$ cat src/rtl/spi_slave_regs_pkg.sv
// Shared SPI link definitions: frame ID codes, frame length and FSM state encodings.
package spi_slave_regs_pkg;
    localparam logic [7:0] SPI_IDW    = 8'hFF;
    localparam logic [7:0] SPI_IDR    = 8'h00;
    localparam int         FRAME_BITS = 24;

    typedef enum logic [2:0] {
        ST_IDLE = 3'd0,
        ST_ID   = 3'd1,
        ST_ADDR = 3'd2,
        ST_DATA = 3'd3,
        ST_WAIT = 3'd4
    } spi_state_e;
endpackage

$ cat src/rtl/spi_sync_edge.sv
// Two-flop synchronizer for an asynchronous SPI line plus rise/fall detection
// against a one-cycle-delayed copy of the synchronized value.
module spi_sync_edge #(
    parameter logic RESET_VAL = 1'b0
) (
    input  logic clock,
    input  logic reset,
    input  logic din,
    output logic dout,
    output logic rise,
    output logic fall
);
    logic meta_r;
    logic sync_r;
    logic prev_r;

    // synchronizer chain and edge-history flop
    always_ff @(posedge clock or posedge reset) begin
        if (reset) begin
            meta_r <= RESET_VAL;
            sync_r <= RESET_VAL;
            prev_r <= RESET_VAL;
        end else begin
            meta_r <= din;
            sync_r <= meta_r;
            prev_r <= sync_r;
        end
    end

    assign dout = sync_r;
    assign rise = sync_r & ~prev_r;
    assign fall = ~sync_r & prev_r;
endmodule

$ cat src/rtl/spi_slave_regs.sv
// SPI mode-0 slave register bank: 24-bit [ID|ADDR|DATA] frames write or read a
// local register array, which local logic can also read combinationally.
module spi_slave_regs
    import spi_slave_regs_pkg::*;
#(
    parameter logic [7:0] SLAVE_IDW = SPI_IDW,
    parameter logic [7:0] SLAVE_IDR = SPI_IDR,
    parameter int         NUM_REGS  = 16
) (
    input  logic       clock,
    input  logic       reset,
    input  logic       ss,
    input  logic       sclk,
    input  logic       mosi,
    output logic       miso,
    input  logic [7:0] loc_addr,
    output logic [7:0] loc_rdata,
    output logic       wr_pulse,
    output logic [7:0] wr_addr,
    output logic [7:0] wr_data,
    output logic       frame_err
);
    localparam int         AW    = (NUM_REGS > 1) ? $clog2(NUM_REGS) : 1;
    localparam logic [8:0] NUM_W = 9'(NUM_REGS);

    logic        ss_s, ss_rise_s, ss_fall_s;
    logic        sclk_s, sclk_rise_s, sclk_fall_s;
    logic        mosi_meta_r, mosi_s;
    spi_state_e  state_r, state_nxt_s;
    logic [4:0]  bit_cnt_r;
    logic [7:0]  shift_r, shift_nxt_s;
    logic        is_wr_r;
    logic [7:0]  addr_r, tx_r, tx_load_s;
    logic        miso_r, miso_nxt_s;
    logic        wr_pulse_r, frame_err_r, commit_s, err_s;
    logic [7:0]  wr_addr_r, wr_data_r;
    logic [7:0]  regs_r [NUM_REGS];
    logic        rise_s, last_id_s, last_addr_s, last_data_s, id_valid_s;

    function automatic logic in_range(input logic [7:0] a);
        return ({1'b0, a} < NUM_W);
    endfunction

    function automatic logic [7:0] reg_at(input logic [7:0] a);
        if (in_range(a)) begin
            return regs_r[a[AW-1:0]];
        end else begin
            return 8'h00;
        end
    endfunction

    spi_sync_edge #(.RESET_VAL(1'b1)) u_ss_sync (
        .clock(clock), .reset(reset), .din(ss),
        .dout(ss_s), .rise(ss_rise_s), .fall(ss_fall_s)
    );

    spi_sync_edge #(.RESET_VAL(1'b0)) u_sclk_sync (
        .clock(clock), .reset(reset), .din(sclk),
        .dout(sclk_s), .rise(sclk_rise_s), .fall(sclk_fall_s)
    );

    // mosi only needs synchronizing; it is aligned with the sclk detector
    always_ff @(posedge clock or posedge reset) begin
        if (reset) begin
            mosi_meta_r <= 1'b0;
            mosi_s      <= 1'b0;
        end else begin
            mosi_meta_r <= mosi;
            mosi_s      <= mosi_meta_r;
        end
    end

    // ss high wins over any sclk edge seen in the same cycle
    assign rise_s      = sclk_rise_s & ~ss_s;
    assign shift_nxt_s = {shift_r[6:0], mosi_s};
    assign last_id_s   = rise_s && (bit_cnt_r == 5'd7);
    assign last_addr_s = rise_s && (bit_cnt_r == 5'd15);
    assign last_data_s = rise_s && (bit_cnt_r == 5'(FRAME_BITS - 1));
    assign id_valid_s  = (shift_nxt_s == SLAVE_IDW) || (shift_nxt_s == SLAVE_IDR);

    // register file read ports: local bus and SPI read-data preload
    always_comb begin
        loc_rdata = reg_at(loc_addr);
        tx_load_s = reg_at(shift_nxt_s);
    end

    // FSM state register
    always_ff @(posedge clock or posedge reset) begin
        if (reset) begin
            state_r <= ST_IDLE;
        end else begin
            state_r <= state_nxt_s;
        end
    end

    // FSM next-state logic
    always_comb begin
        state_nxt_s = state_r;
        case (state_r)
            ST_IDLE: if (ss_fall_s)   state_nxt_s = ST_ID;   else state_nxt_s = ST_IDLE;
            ST_ID: begin
                if (ss_rise_s)        state_nxt_s = ST_IDLE;
                else if (last_id_s)   state_nxt_s = id_valid_s ? ST_ADDR : ST_WAIT;
                else                  state_nxt_s = ST_ID;
            end
            ST_ADDR: begin
                if (ss_rise_s)        state_nxt_s = ST_IDLE;
                else if (last_addr_s) state_nxt_s = ST_DATA;
                else                  state_nxt_s = ST_ADDR;
            end
            ST_DATA: begin
                if (ss_rise_s)        state_nxt_s = ST_IDLE;
                else if (last_data_s) state_nxt_s = ST_WAIT;
                else                  state_nxt_s = ST_DATA;
            end
            ST_WAIT: if (ss_rise_s)   state_nxt_s = ST_IDLE; else state_nxt_s = ST_WAIT;
            default:                  state_nxt_s = ST_IDLE;
        endcase
    end

    // FSM outputs: strobes and next miso bit (read data goes out on falls 16..23)
    always_comb begin
        miso_nxt_s = miso_r;
        commit_s   = 1'b0;
        err_s      = 1'b0;
        case (state_r)
            ST_IDLE: miso_nxt_s = 1'b0;
            ST_ID: begin
                miso_nxt_s = 1'b0;
                if (ss_rise_s)                    err_s = 1'b1;
                else if (last_id_s && !id_valid_s) err_s = 1'b1;
                else                              err_s = 1'b0;
            end
            ST_ADDR: begin
                miso_nxt_s = 1'b0;
                if (ss_rise_s) err_s = 1'b1; else err_s = 1'b0;
            end
            ST_DATA: begin
                if (ss_rise_s) begin
                    err_s      = 1'b1;
                    miso_nxt_s = 1'b0;
                end else begin
                    if (sclk_fall_s && !is_wr_r) miso_nxt_s = tx_r[~bit_cnt_r[2:0]];
                    else if (is_wr_r)            miso_nxt_s = 1'b0;
                    else                         miso_nxt_s = miso_r;
                    if (last_data_s && is_wr_r && in_range(addr_r)) commit_s = 1'b1;
                    else                                            commit_s = 1'b0;
                end
            end
            ST_WAIT: if (sclk_fall_s || ss_s) miso_nxt_s = 1'b0; else miso_nxt_s = miso_r;
            default: miso_nxt_s = 1'b0;
        endcase
    end

    // frame datapath, register array and registered outputs
    always_ff @(posedge clock or posedge reset) begin
        if (reset) begin
            bit_cnt_r   <= 5'd0;
            shift_r     <= 8'h00;
            is_wr_r     <= 1'b0;
            addr_r      <= 8'h00;
            tx_r        <= 8'h00;
            miso_r      <= 1'b0;
            wr_pulse_r  <= 1'b0;
            frame_err_r <= 1'b0;
            wr_addr_r   <= 8'h00;
            wr_data_r   <= 8'h00;
            for (int i = 0; i < NUM_REGS; i++) regs_r[i] <= 8'h00;
        end else begin
            miso_r      <= miso_nxt_s;
            wr_pulse_r  <= commit_s;
            frame_err_r <= err_s;
            if (ss_s)                                bit_cnt_r <= 5'd0;
            else if (rise_s && bit_cnt_r != 5'd31)  bit_cnt_r <= bit_cnt_r + 5'd1;
            if (ss_s)        shift_r <= 8'h00;
            else if (rise_s) shift_r <= shift_nxt_s;
            if (state_r == ST_ID && last_id_s) is_wr_r <= (shift_nxt_s == SLAVE_IDW);
            if (state_r == ST_ADDR && last_addr_s) begin
                addr_r <= shift_nxt_s;
                tx_r   <= tx_load_s;
            end
            if (commit_s) begin
                regs_r[addr_r[AW-1:0]] <= shift_nxt_s;
                wr_addr_r              <= addr_r;
                wr_data_r              <= shift_nxt_s;
            end
        end
    end

    assign miso      = miso_r;
    assign wr_pulse  = wr_pulse_r;
    assign frame_err = frame_err_r;
    assign wr_addr   = wr_addr_r;
    assign wr_data   = wr_data_r;
endmodule

$ cat config.mk
export PLATFORM = sky130hd
export DESIGN_NAME = spi_slave_regs
export DESIGN_NICKNAME = d
export VERILOG_FILES = /design/src/rtl/spi_slave_regs_pkg.sv /design/src/rtl/spi_sync_edge.sv /design/src/rtl/spi_slave_regs.sv
export SDC_FILE = /design/constraint.sdc
export NUM_CORES = 1
export LEC_CHECK = 0
export ABC_AREA = 1
export CAP_MARGIN = 20
export CELL_PAD_IN_SITES_DETAIL_PLACEMENT = 0
export CELL_PAD_IN_SITES_GLOBAL_PLACEMENT = 2
export CORE_MARGIN = 2
export CORE_UTILIZATION = 37
export CTS_CLUSTER_DIAMETER = 80
export DETAILED_ROUTE_END_ITERATION = 10
export DONT_BUFFER_PORTS = 1
export HOLD_SLACK_MARGIN = 0.15
export PLACE_DENSITY_LB_ADDON = 0.1
export SLEW_MARGIN = 20
export SYNTH_ARGS = -nofsm -noshare
export SYNTH_HDL_FRONTEND = slang
export SYNTH_HIERARCHICAL = 1
export SYNTH_SLANG_ARGS = --single-unit
$ cat constraint.sdc
create_clock -name clock -period 9.3 [get_ports clock]
set_input_delay 2.325 -clock clock [delete_from_list [all_inputs] [get_ports clock]]
set_output_delay 2.325 -clock clock [all_outputs]
set_load 0.03 [all_outputs]
# [Word-level counts from Yosys, hierarchy flattened]
# Cells that the tools add are included.
[totals] word_cells=128 output_inout_bits=27 ff_bits=187 inputBits=13
[op_classes] magnitude_cmp=8 n_bitwise=13 addsub=1 mux=39 eq_ne=11 n_reduce_logical=21
[op_table] op="$bwmux 128" n=1
[op_table] op="$bmux 8 s4" n=2
[op_table] op="$mux 8" n=7
[op_table] op="$demux 8 s4" n=1
[op_table] op="$lt 8x5->1 const B" n=3
[op_table] op="$mux 3" n=6
[op_table] op="$ge 5x5->1 const B" n=3
[op_table] op="$not 4->5" n=3
[op_table] op="$pmux 3 s5" n=1
[op_table] op="$mux 7" n=2
[op_table] op="$mux 1" n=13
[op_table] op="$logic_and 1x1->1" n=11
[op_table] op="$mux 5" n=2
[op_table] op="$eq 8x8->1 const B" n=1
[op_table] op="$logic_not 8->1" n=1
[op_table] op="$eq 3x2->1 const B" n=2
[op_table] op="$add 5x1->5 const B" n=1
[op_table] op="$and 1x1->1" n=5
[op_table] op="$eq 5x3->1 const B" n=1
[op_table] op="$eq 5x4->1 const B" n=1
[op_table] op="$eq 5x5->1 const B" n=1
[op_table] op="$lt 5x1->1 const B" n=1
[op_table] op="$ne 5x5->1 const B" n=1
[op_table] op="$lt 3x4->1 const B" n=1
[op_table] op="other kinds (15)" n=22

# [Longest topological paths before layout]
# Gate-level depths: netlist of run 1.
[depth] depth_word=9 ltp_mapped=12 depth_no_buf=11

# [Cells and area by module]
# Netlist of run 1, hierarchy kept.
[modules_own_cells] module="spi_slave_regs" area_each_um2=10456.3 seq_area_each_um2=4529.3 cells_per_inst=1514 n_inst=1
[modules_own_cells] module="spi_sync_edge at u_ss_sync" area_each_um2=97.6 seq_area_each_um2=78.8 cells_per_inst=8 n_inst=1
[modules_own_cells] module="spi_sync_edge at u_sclk_sync" area_each_um2=93.8 seq_area_each_um2=75.1 cells_per_inst=8 n_inst=1

# [Least setup slack after synthesis of run 1]
# OpenSTA, ideal clock, no wires.
[synth_path] kind="input-to-output" start="input port loc_addr[0]" end="output port loc_rdata[7]" cell_stages=7 slack_ps=3324 n_path_buf=3 required_time_ps=6975 arrival_ps=3651 cell_sequence="clkbuf_1 buf_2 buf_2 o211ai_1 nand3_1 nand3_1 a21oi_1"
[synth_via] elab_chain_len=5 word_cells_on_any_way=6 classes_between="1 x order compare; 4 x mux; 1 x bitwise"
[synth_lines] element="start: declaration" line_no="spi_slave_regs.sv:16" rtl="input logic [7:0] loc_addr,"
[synth_lines] element="$not 4->5 (implied by the code)" line_no="spi_slave_regs.sv:46" rtl="return regs_r[a[AW-1:0]];"
[synth_lines] element="$bmux 8 s4" line_no="spi_slave_regs.sv:46"
[synth_lines] element="$mux 8 (implied by the code) (2 in series)" line_no="spi_slave_regs.sv:46"
[synth_lines] element="$mux 8 (*)" line_no="spi_slave_regs.sv:45" rtl="if (in_range(a)) begin"
[synth_lines] element="end: declaration" line_no="spi_slave_regs.sv:17" rtl="output logic [7:0] loc_rdata,"
# Every way passes the cells marked *; elsewhere a longest branch is shown, timed or not. The select of a mux whose other input is x is not followed.

# [Worst setup path after layout of run 1]
[layout_path] start="input port loc_addr[1]" end="output port loc_rdata[7]"
# The elaborated chain is that of the path after synthesis.

==> impl_metrics.env, run 1 <==
export IMPL_power_uw=1702
export IMPL_synthesis_area_um2=10650
export IMPL_rsz0062_at_grt="no"
export IMPL_clk_pin_slew_ns=0.08
export IMPL_synth_cell_type_count=31
export IMPL_place_congestion=0.8521
export IMPL_path_class="in2out"
export IMPL_grt_max_degree=110
export IMPL_viasPerCell=5.133
export IMPL_final_max_slew_viol_count=0
export IMPL_leakage_uw=0.006010
export IMPL_hold_violations=0
export IMPL_switching_share_pct=27.58
export IMPL_synth_top_area_share_pct=43.24
export IMPL_area_delta_synth_final_pct=7.121
export IMPL_yosysTopAreaCell="dfrtp_1"
export IMPL_fin_crit_sh_pct=68.51
export IMPL_internal_power_uw=1232
export IMPL_synth_seq_cells=187
export IMPL_place_inst=1832
export IMPL_cp_max_fo=41
export IMPL_postLayoutCoreUtil_pct=39.95
export IMPL_io_pins=40
export IMPL_fillCellCount=3089
export IMPL_hold_path_class="reg2reg"
export IMPL_relSlewSlack_pct=24.24
export IMPL_critPathRequiredTime_ns=6.98
export IMPL_status="completed"
export IMPL_drt_antenna_violating_nets=0
export IMPL_dieArea_um2=30150
export IMPL_grt_first_pass_wirelength_mm=58.58
export IMPL_setup_violations_final=0
export IMPL_cts_sinks=187
export IMPL_die_x_um=173.6
export IMPL_nets=1484
export IMPL_cts_path_max_buffers=2
export IMPL_multi_input_area_um2=4865
export IMPL_clkPwrFrac_pct=45.0
export IMPL_rows=62
export IMPL_syn_nets=1546
export IMPL_core_area_um2=28550
export IMPL_tightest_slew_ns=1.136
export IMPL_drc=0
export IMPL_cp_start_kind="input pin"
export IMPL_wl_per_cell_um=20.35
export IMPL_gr_total_overflow=0
export IMPL_ys_seq_area_share_pct=43.98
export IMPL_drive_above_1_share_pct=5.267
export IMPL_syn_area_per_cell_um2=6.959
export IMPL_h_tree_depth=4
export IMPL_cts_resized=0
export IMPL_place_hpwl_mm=24.64
export IMPL_synth_cells=1530
export IMPL_ir_worst_vdd_mv=0.1176
export IMPL_synth_area_top_cells="dfrtp_1 (43%), nand2_1 (22%), nand3_1 (14%)"
export IMPL_cts_tree="yes"
export IMPL_pwr_share_seq_pct=48.4
export IMPL_routed_wl_mm=37.95
export IMPL_endpoint_kind="output port"
export IMPL_numCtsBuffers=17
export IMPL_die_y_um=173.6
export IMPL_port_buffer_count=0
export IMPL_seqCellArea_um2=4686
export IMPL_netlist_top_cells_count="nand2_1 (620), nand3_1 (290), dfrtp_1 (184)"
export IMPL_vias=9573
export IMPL_start_util_pct=37.30
export IMPL_n_antenna_cell=0
export IMPL_ctsHoldBuffers=0
export IMPL_yosysWarnings=6
export IMPL_fmax_mhz=157.0
export IMPL_grt_pass1_vias=9210
export IMPL_stdcell_count=1865
export IMPL_grt_usage_pct=25.79
export IMPL_finalSetupTns_ns=0
export IMPL_insertion_delay_ns=0.46
export IMPL_placed_area_um2=10780
export IMPL_arrival_ns=4.05
export IMPL_combinationalPowerShare_pct=6.6
export IMPL_antenna_found_initial=0
export IMPL_power_density_nw_per_um2=149.2
export IMPL_switchingPower_uw=469.3
export IMPL_period_minus_slack_ns=6.371
export IMPL_drt_iter0_markers=923
export IMPL_yosysMostFrequentCell="nand2_1"
export IMPL_firstDrtPassIters=5
export IMPL_final_area_um2=11410
export IMPL_root_buffer="clkbuf_16"
export IMPL_fin_skew_ns=0.01389
export IMPL_maxCapViolCount=0
export IMPL_synth_edf_count=0
export IMPL_synth_main_ff_cell="dfrtp_1"
export IMPL_postSynth_asyncResetShare_pct=100.0
export IMPL_post_cts_buffers=0
-- area by class of cell --
| class | instances | area share [%] |
|---|---|---|
| clock inverter | 15 | 1.569 |
| timing repair buffer | 11 | 0.8337 |
| clock buffer | 17 | 3.730 |
| tap | 384 | 4.212 |
| sequential | 187 | 41.08 |
| inverter | 178 | 5.924 |
| multi-input combinational | 1073 | 42.65 |
-- sequential cells by signal, indices dropped and copies added, names as in the netlist, 3 cells and up --
register,flops
shift_r,7
addr_r,8
wr_addr,8
wr_data,8
state_r,3
tx_r,8
regs_r,128
bit_cnt_r,5
-- logic make-up after synthesis --
family / share of synthesized area [%]
compound gates: 5.629
fa+ha+maj: 0.3526
flops: 43.98
simple gates: 39.61
buf+inv: 10.42
-- through the flow --
step,setup slack [ns],hold WS (ns)
floorplan,2.060,0.3312
global placement,2.976,0.3326
detailed placement,2.938,0.3378
CTS,2.942,0.3556
global route,2.766,0.3583
finish,2.929,0.3532
-- worst paths after layout --
path                                      endpoint         start  slack [ns]  depth (start not counted)
worst max-delay path                  loc_rdata[7]   loc_addr[1]        2.93                          5
worst min-delay path                        mosi_s   mosi_meta_r        0.35                          0
worst max register to register             tx_r[1]  bit_cnt_r[0]        6.31                          8
worst min register to register              mosi_s   mosi_meta_r        0.35                          0
max in group asynchronous                   mosi_s         reset        5.86                          2
min in group asynchronous       u_sclk_sync/prev_r         reset        1.62                          1
-- placed cells by master, fill, tap and decap left out, drive strengths merged --
cell type  Yosys  final
o22ai          9      9
nand3b         1      1
ha             3      3
clkinv         2      7
clkbuf        51     17
a21oi         23     23
o31ai          1      1
o211ai        25     25
nand2        623    623
bufinv         0      1
o21ai         45     45
clkinvlp       0      3
nor3           1      1
inv          176    182
buf           41     11
dfstp          3      3
nand4          2      2
nor2          39     39
dfrtp        184    184
a211oi         1      1
nand3        300    300
-- power groups by stage --
stage / Clock [uW] / Sequential, uW / Combinational (uW)
after floorplan: 0 / 836 / 92.5
after global placement: 0 / 840 / 114
after detailed placement: 0 / 840 / 114
after CTS: 784 / 824 / 114
after global routing: 819 / 825 / 129
final: 765 / 824 / 113
-- worst max-delay path, cell delays in order --
cell and delay (ns):
inv_1 0.63, o211ai_1 0.20, nand3_1 0.12, nand3_1 0.13
a21oi_1 0.62
-- metal layers --
layer  part of all wire (%)  GRT usage [%]
met1                     45          35.25
met4                    1.7          7.178
met3                    5.3          5.197
met2                     48          41.72
met5                      0              0
No activity file was read; power rests on OpenSTA's default activity.
==> run 2: changes to the inputs <==
--- a/config.mk
+++ b/config.mk
@@ -10,7 +10,7 @@
 export CELL_PAD_IN_SITES_DETAIL_PLACEMENT = 0
 export CELL_PAD_IN_SITES_GLOBAL_PLACEMENT = 2
 export CORE_MARGIN = 2
-export CORE_UTILIZATION = 37
+export CORE_UTILIZATION = 33
 export CTS_CLUSTER_DIAMETER = 80
 export DETAILED_ROUTE_END_ITERATION = 10
 export DONT_BUFFER_PORTS = 1
==> constraint.sdc (replaced) <==
create_clock -name clock -period 5.6 [get_ports clock]
set_input_delay 1.4 -clock clock [delete_from_list [all_inputs] [get_ports clock]]
set_output_delay 1.4 -clock clock [all_outputs]
set_load 0.03 [all_outputs]
==> impl_metrics.env, run 2 (synthesis gave the netlist of run 1 again) <==
export IMPL_path_class="in2out"
export IMPL_vias=9677
export IMPL_largest_reg_flops=128
export IMPL_cpMaxStageDelayCell="a21oi_1"
export IMPL_clk_pin_slew_ns=0.07
export IMPL_ir_worst_vdd_mv=0.2203
export IMPL_cts_tree="yes"
export IMPL_setup_violations_final=0
export IMPL_h_tree_depth=4
export IMPL_whs_ns=0.3565
export IMPL_drc=0
export IMPL_final_common_cell="nand2_1"
export IMPL_grt_first_pass_wirelength_mm=60.10
export IMPL_die_x_um=183.6
export IMPL_fillCellCount=3426
export IMPL_root_buffer="clkbuf_16"
export IMPL_drt_iter0_markers=810
export IMPL_gr_total_overflow=0
export IMPL_slowest_delay_ns=0.63
export IMPL_arrival_ns=3.09
export IMPL_hold_violations=0
export IMPL_largest_register="regs_r"
export IMPL_power_density_nw_per_um2=247.8
export IMPL_relSlewSlack_pct=28.08
export IMPL_drive_above_1_share_pct=5.394
export IMPL_place_congestion=0.8430
export IMPL_grt_pass1_vias=9175
export IMPL_final_area_um2=11440
export IMPL_period_minus_slack_ns=4.488
export IMPL_drt_antenna_violating_nets=0
export IMPL_numCtsBuffers=17
export IMPL_status="completed"
export IMPL_routed_wl_mm=39.77
export IMPL_rows=65
export IMPL_cts_path_max_buffers=2
export IMPL_dieArea_um2=33720
export IMPL_cp_start_kind="input pin"
export IMPL_io_pins=40
export IMPL_finalSetupTns_ns=0
export IMPL_ctsHoldBuffers=0
export IMPL_cts_sinks=187
export IMPL_grt_max_degree=113
export IMPL_post_cts_buffers=0
export IMPL_cts_resized=0
export IMPL_fin_crit_sh_pct=80.14
export IMPL_leakage_uw=0.006021
export IMPL_maxCapViolCount=0
export IMPL_nets=1487
export IMPL_antenna_found_initial=0
export IMPL_wl_per_cell_um=21.10
export IMPL_hold_path_class="reg2reg"
export IMPL_grt_usage_pct=24.22
export IMPL_crit_path_frequent_cell="nand3_1"
export IMPL_n_antenna_cell=0
export IMPL_firstDrtPassIters=5
export IMPL_start_util_pct=33.66
export IMPL_place_hpwl_mm=25.60
export IMPL_endpoint_kind="output port"
export IMPL_crit_chain="inv_1 -> o211ai_1 -> nand3_1 -> nand3_1 -> a21oi_1"
export IMPL_core_area_um2=31640
export IMPL_insertion_delay_ns=0.46
export IMPL_die_y_um=183.6
export IMPL_rsz0062_at_grt="no"
export IMPL_final_cell_mix="nand2_1 (620), nand3_1 (290), dfrtp_1 (182)"
export IMPL_fin_skew_ns=0.01843
export IMPL_critPathRequiredTime_ns=4.20
export IMPL_fmax_mhz=222.8
export IMPL_port_buffer_count=0
export IMPL_viasPerCell=5.134
export IMPL_tightest_slew_ns=1.079
export IMPL_placed_area_um2=10860
export IMPL_cp_max_fo=41
export IMPL_final_max_slew_viol_count=0
export IMPL_area_delta_synth_final_pct=7.474
-- run 2: cell types whose count changed in the layout (fill, tap and decap cells not counted) --
cell        before  now
buf_12           1    2
clkbuf_8         0    4
buf_4           10   12
clkinv_8         3    0
clkinv_4         2    3
inv_6            3    2
clkinvlp_4       3    4
inv_8            4    1
-- run 2: path summary, 6_finish.rpt --
check	from	end	slack (ns)	cells past startpoint
max	loc_addr[1]	loc_rdata[6]	1.11	5
max in group asynchronous	reset	regs_r[123]	3.96	2
min in group asynchronous	reset	u_sclk_sync/dout	0.70	1
min reg2reg	u_ss_sync/meta_r	u_ss_sync/dout	0.36	0
min	u_ss_sync/meta_r	u_ss_sync/dout	0.36	0
max reg2reg	bit_cnt_r[0]	tx_r[1]	2.69	8
-- run 2: layout make-up --
cell class	count	area, um2	area share (%)
clock buffers	21	480.5	4.199
clock inverters	10	107.6	0.9403
inverters	178	671.9	5.871
multi-input cells	1073	4865	42.51
flip-flops and latches	187	4686	40.95
well taps	402	503.0	4.395
repair buffers	14	130.1	1.137
-- run 2: layer usage --
layer	share of wire [%]	wire length, um	global-route usage [%]	vias to the layer above
met5	0	0	0	-
met4	2.4	954	7.168	0
met3	4.8	1916	4.754	45
met2	46	18260	37.69	251
met1	47	18640	34.08	4672
li1	-	-	-	4709
-- run 2: critical path, delay by kind of cell --
family / cells / cell delay [ns]
AND/OR/NAND/NOR: 2 / 0.23
AO/OA/AOI/OAI: 2 / 0.84
buffers and inverters: 1 / 0.60
-- run 2: per-stage QoR --
step / setup WS (ns) / power [uW] / std cells / util [%]
2_1_floorplan: 1.474 / 1543 / 1530 / -
3_3_place_gp: 1.145 / 1596 / 1854 / 34.31
3_5_place_dp: 1.104 / 1594 / 1854 / 34.31
4_1_cts: 1.109 / 2871 / 1885 / 36.17
5_1_grt: 0.9604 / 2938 / 1885 / 36.17
6_report: 1.112 / 2836 / 1885 / 36.17
-- run 2: where the power goes --
group / switching [uW] / internal, uW / total, uW
clock network: 602 / 667 / 1270
logic: 146 / 54.2 / 201
registers: 9.98 / 1360 / 1370
total: 758 / 2080 / 2840
==> run 3: changes to the inputs <==
--- a/config.mk
+++ b/config.mk
@@ -10,7 +10,7 @@
 export CELL_PAD_IN_SITES_DETAIL_PLACEMENT = 0
 export CELL_PAD_IN_SITES_GLOBAL_PLACEMENT = 2
 export CORE_MARGIN = 2
-export CORE_UTILIZATION = 33
+export CORE_UTILIZATION = 37
 export CTS_CLUSTER_DIAMETER = 80
 export DETAILED_ROUTE_END_ITERATION = 10
 export DONT_BUFFER_PORTS = 1
==> constraint.sdc (replaced) <==
create_clock -name clock -period 4.35 [get_ports clock]
set_input_delay 1.0875 -clock clock [delete_from_list [all_inputs] [get_ports clock]]
set_output_delay 1.0875 -clock clock [all_outputs]
set_load 0.03 [all_outputs]
==> impl_metrics.env, run 3 (synthesis gave the netlist of run 1 again) <==
export IMPL_root_buffer="clkbuf_16"
export IMPL_fmax_mhz=272.3
export IMPL_crit_path_frequent_cell="nand3_1"
export IMPL_cp_max_fo=41
export IMPL_r2r_slack_ns=1.51
export IMPL_numCtsBuffers=17
export IMPL_n_antenna_cell=0
export IMPL_use_met2_pct=41.67
export IMPL_vias=9725
export IMPL_reg2regPathDepth=9
export IMPL_critPathRequiredTime_ns=3.26
export IMPL_ctsHoldBuffers=0
export IMPL_cts_path_max_buffers=2
export IMPL_final_max_slew_viol_count=0
export IMPL_wl_per_cell_um=20.25
export IMPL_crit_chain="inv_1 -> o211ai_1 -> nand3_1 -> nand3_1 -> a21oi_1 -> buf_4"
export IMPL_dieArea_um2=30150
export IMPL_power_uw=3606
export IMPL_grt_use_met1_pct=36.80
export IMPL_ir_worst_vdd_mv=0.2363
export IMPL_gr_total_overflow=0
export IMPL_drc=0
export IMPL_cpMaxStageDelayCell="inv_1"
export IMPL_drt_iter0_markers=798
export IMPL_leakage_uw=0.006087
export IMPL_h_tree_depth=4
export IMPL_holdPathEnd="u_ss_sync/dout"
export IMPL_routed_wl_mm=38.07
export IMPL_cp_start_kind="input pin"
export IMPL_r2r_end="regs_r[50]"
export IMPL_cts_sinks=187
export IMPL_grt_first_pass_wirelength_mm=59.04
export IMPL_io_pins=40
export IMPL_clk_pin_slew_ns=0.07
export IMPL_grt_pass1_vias=9376
export IMPL_rows=62
export IMPL_whs_ns=0.3576
export IMPL_area_delta_synth_final_pct=8.237
export IMPL_insertion_delay_ns=0.45
export IMPL_arrival_ns=2.59
export IMPL_fin_skew_ns=0.01123
export IMPL_cts_tree="yes"
export IMPL_r2r_start="bit_cnt_r[0]"
export IMPL_place_congestion=0.8701
export IMPL_grt_usage_pct=25.80
export IMPL_maxCapViolCount=0
export IMPL_drive_above_1_share_pct=6.083
export IMPL_die_y_um=173.6
export IMPL_endpoint_kind="output port"
export IMPL_grt_busiest_layer="met2"
export IMPL_relSlewSlack_pct=29.65
export IMPL_fillCellCount=3145
export IMPL_power_density_nw_per_um2=312.9
export IMPL_use_met3_pct=3.004
export IMPL_placed_area_um2=10920
export IMPL_place_hpwl_mm=25.28
export IMPL_post_cts_buffers=0
export IMPL_firstDrtPassIters=5
export IMPL_drt_antenna_violating_nets=0
export IMPL_min_delay_start="u_ss_sync/meta_r"
export IMPL_path_class="in2out"
export IMPL_antenna_found_initial=0
export IMPL_tightest_slew_ns=1.053
export IMPL_core_area_um2=28550
export IMPL_finalSetupTns_ns=0
export IMPL_largest_reg_flops=128
export IMPL_viasPerCell=5.173
export IMPL_setup_violations_final=0
export IMPL_largest_register="regs_r"
export IMPL_slowest_delay_ns=0.56
export IMPL_period_minus_slack_ns=3.673
export IMPL_start_util_pct=37.30
export IMPL_hold_violations=0
export IMPL_hold_path_class="reg2reg"
export IMPL_port_buffer_count=0
export IMPL_die_x_um=173.6
export IMPL_rsz0062_at_grt="no"
export IMPL_final_cell_mix="nand2_1 (620), nand3_1 (290), dfrtp_1 (182)"
export IMPL_cts_resized=0
export IMPL_hold_path_depth=0
export IMPL_final_common_cell="nand2_1"
export IMPL_nets=1499
export IMPL_grt_max_degree=98
export IMPL_status="completed"
export IMPL_final_area_um2=11520
export IMPL_fin_crit_sh_pct=84.44
run 3: cell types whose count changed in the layout (fill, tap and decap cells not counted), sizes merged:
cell / before / now
inv: 178 / 179
clkbuf: 21 / 20
buf: 14 / 26
clkinvlp: 4 / 3
clkinv: 5 / 7
run 3: area by class of cell:
type	count	area, um2	share of cell area, %
clock buffer	20	446.7	3.876
clock inverter	12	135.1	1.173
inverter	178	671.9	5.830
multi-input combinational	1073	4865	42.21
sequential	187	4686	40.66
tap	384	480.5	4.169
timing repair buffer	26	240.2	2.084
run 3: routing by layer:
layer  share of wire [%]  vias to the layer above
met5                   0                        -
met4                 2.2                        0
met3                 4.2                       35
met2                  47                      247
met1                  47                     4726
li1                    -                     4717
run 3: per-stage QoR:
stage / setup WS (ns) / cells / util [%]
3_5_place_dp: 0.7161 / 1847 / 38.26
2_1_floorplan: 0.8493 / 1530 / -
5_1_grt: 0.5606 / 1880 / 40.37
3_3_place_gp: 0.7316 / 1846 / 38.21
4_1_cts: 0.7162 / 1879 / 40.30
6_report: 0.6770 / 1880 / 40.37
run 3: critical path, delay by kind of cell:
family | cells | cell delay [ns]
buffers and inverters | 2 | 0.76
AO/OA/AOI/OAI | 2 | 0.46
AND/OR/NAND/NOR | 2 | 0.26
run 3: worst max path at each step:
stage,slack [ns],endpoint,depth (start not counted),start
after global routing,0.56,loc_rdata[7],6,loc_addr[1]
after CTS,0.72,loc_rdata[1],6,loc_addr[1]
after detailed placement,0.72,loc_rdata[1],6,loc_addr[1]
final,0.68,loc_rdata[7],6,loc_addr[1]
after floorplan,0.85,loc_rdata[7],7,loc_addr[0]
after global placement,0.73,loc_rdata[7],6,loc_addr[1]
run 3: report_power, final:
group	internal [uW]	switching (uW)	total, uW
sequential	1750	13.3	1760
combinational	70.8	179	250
clock	826	770	1600
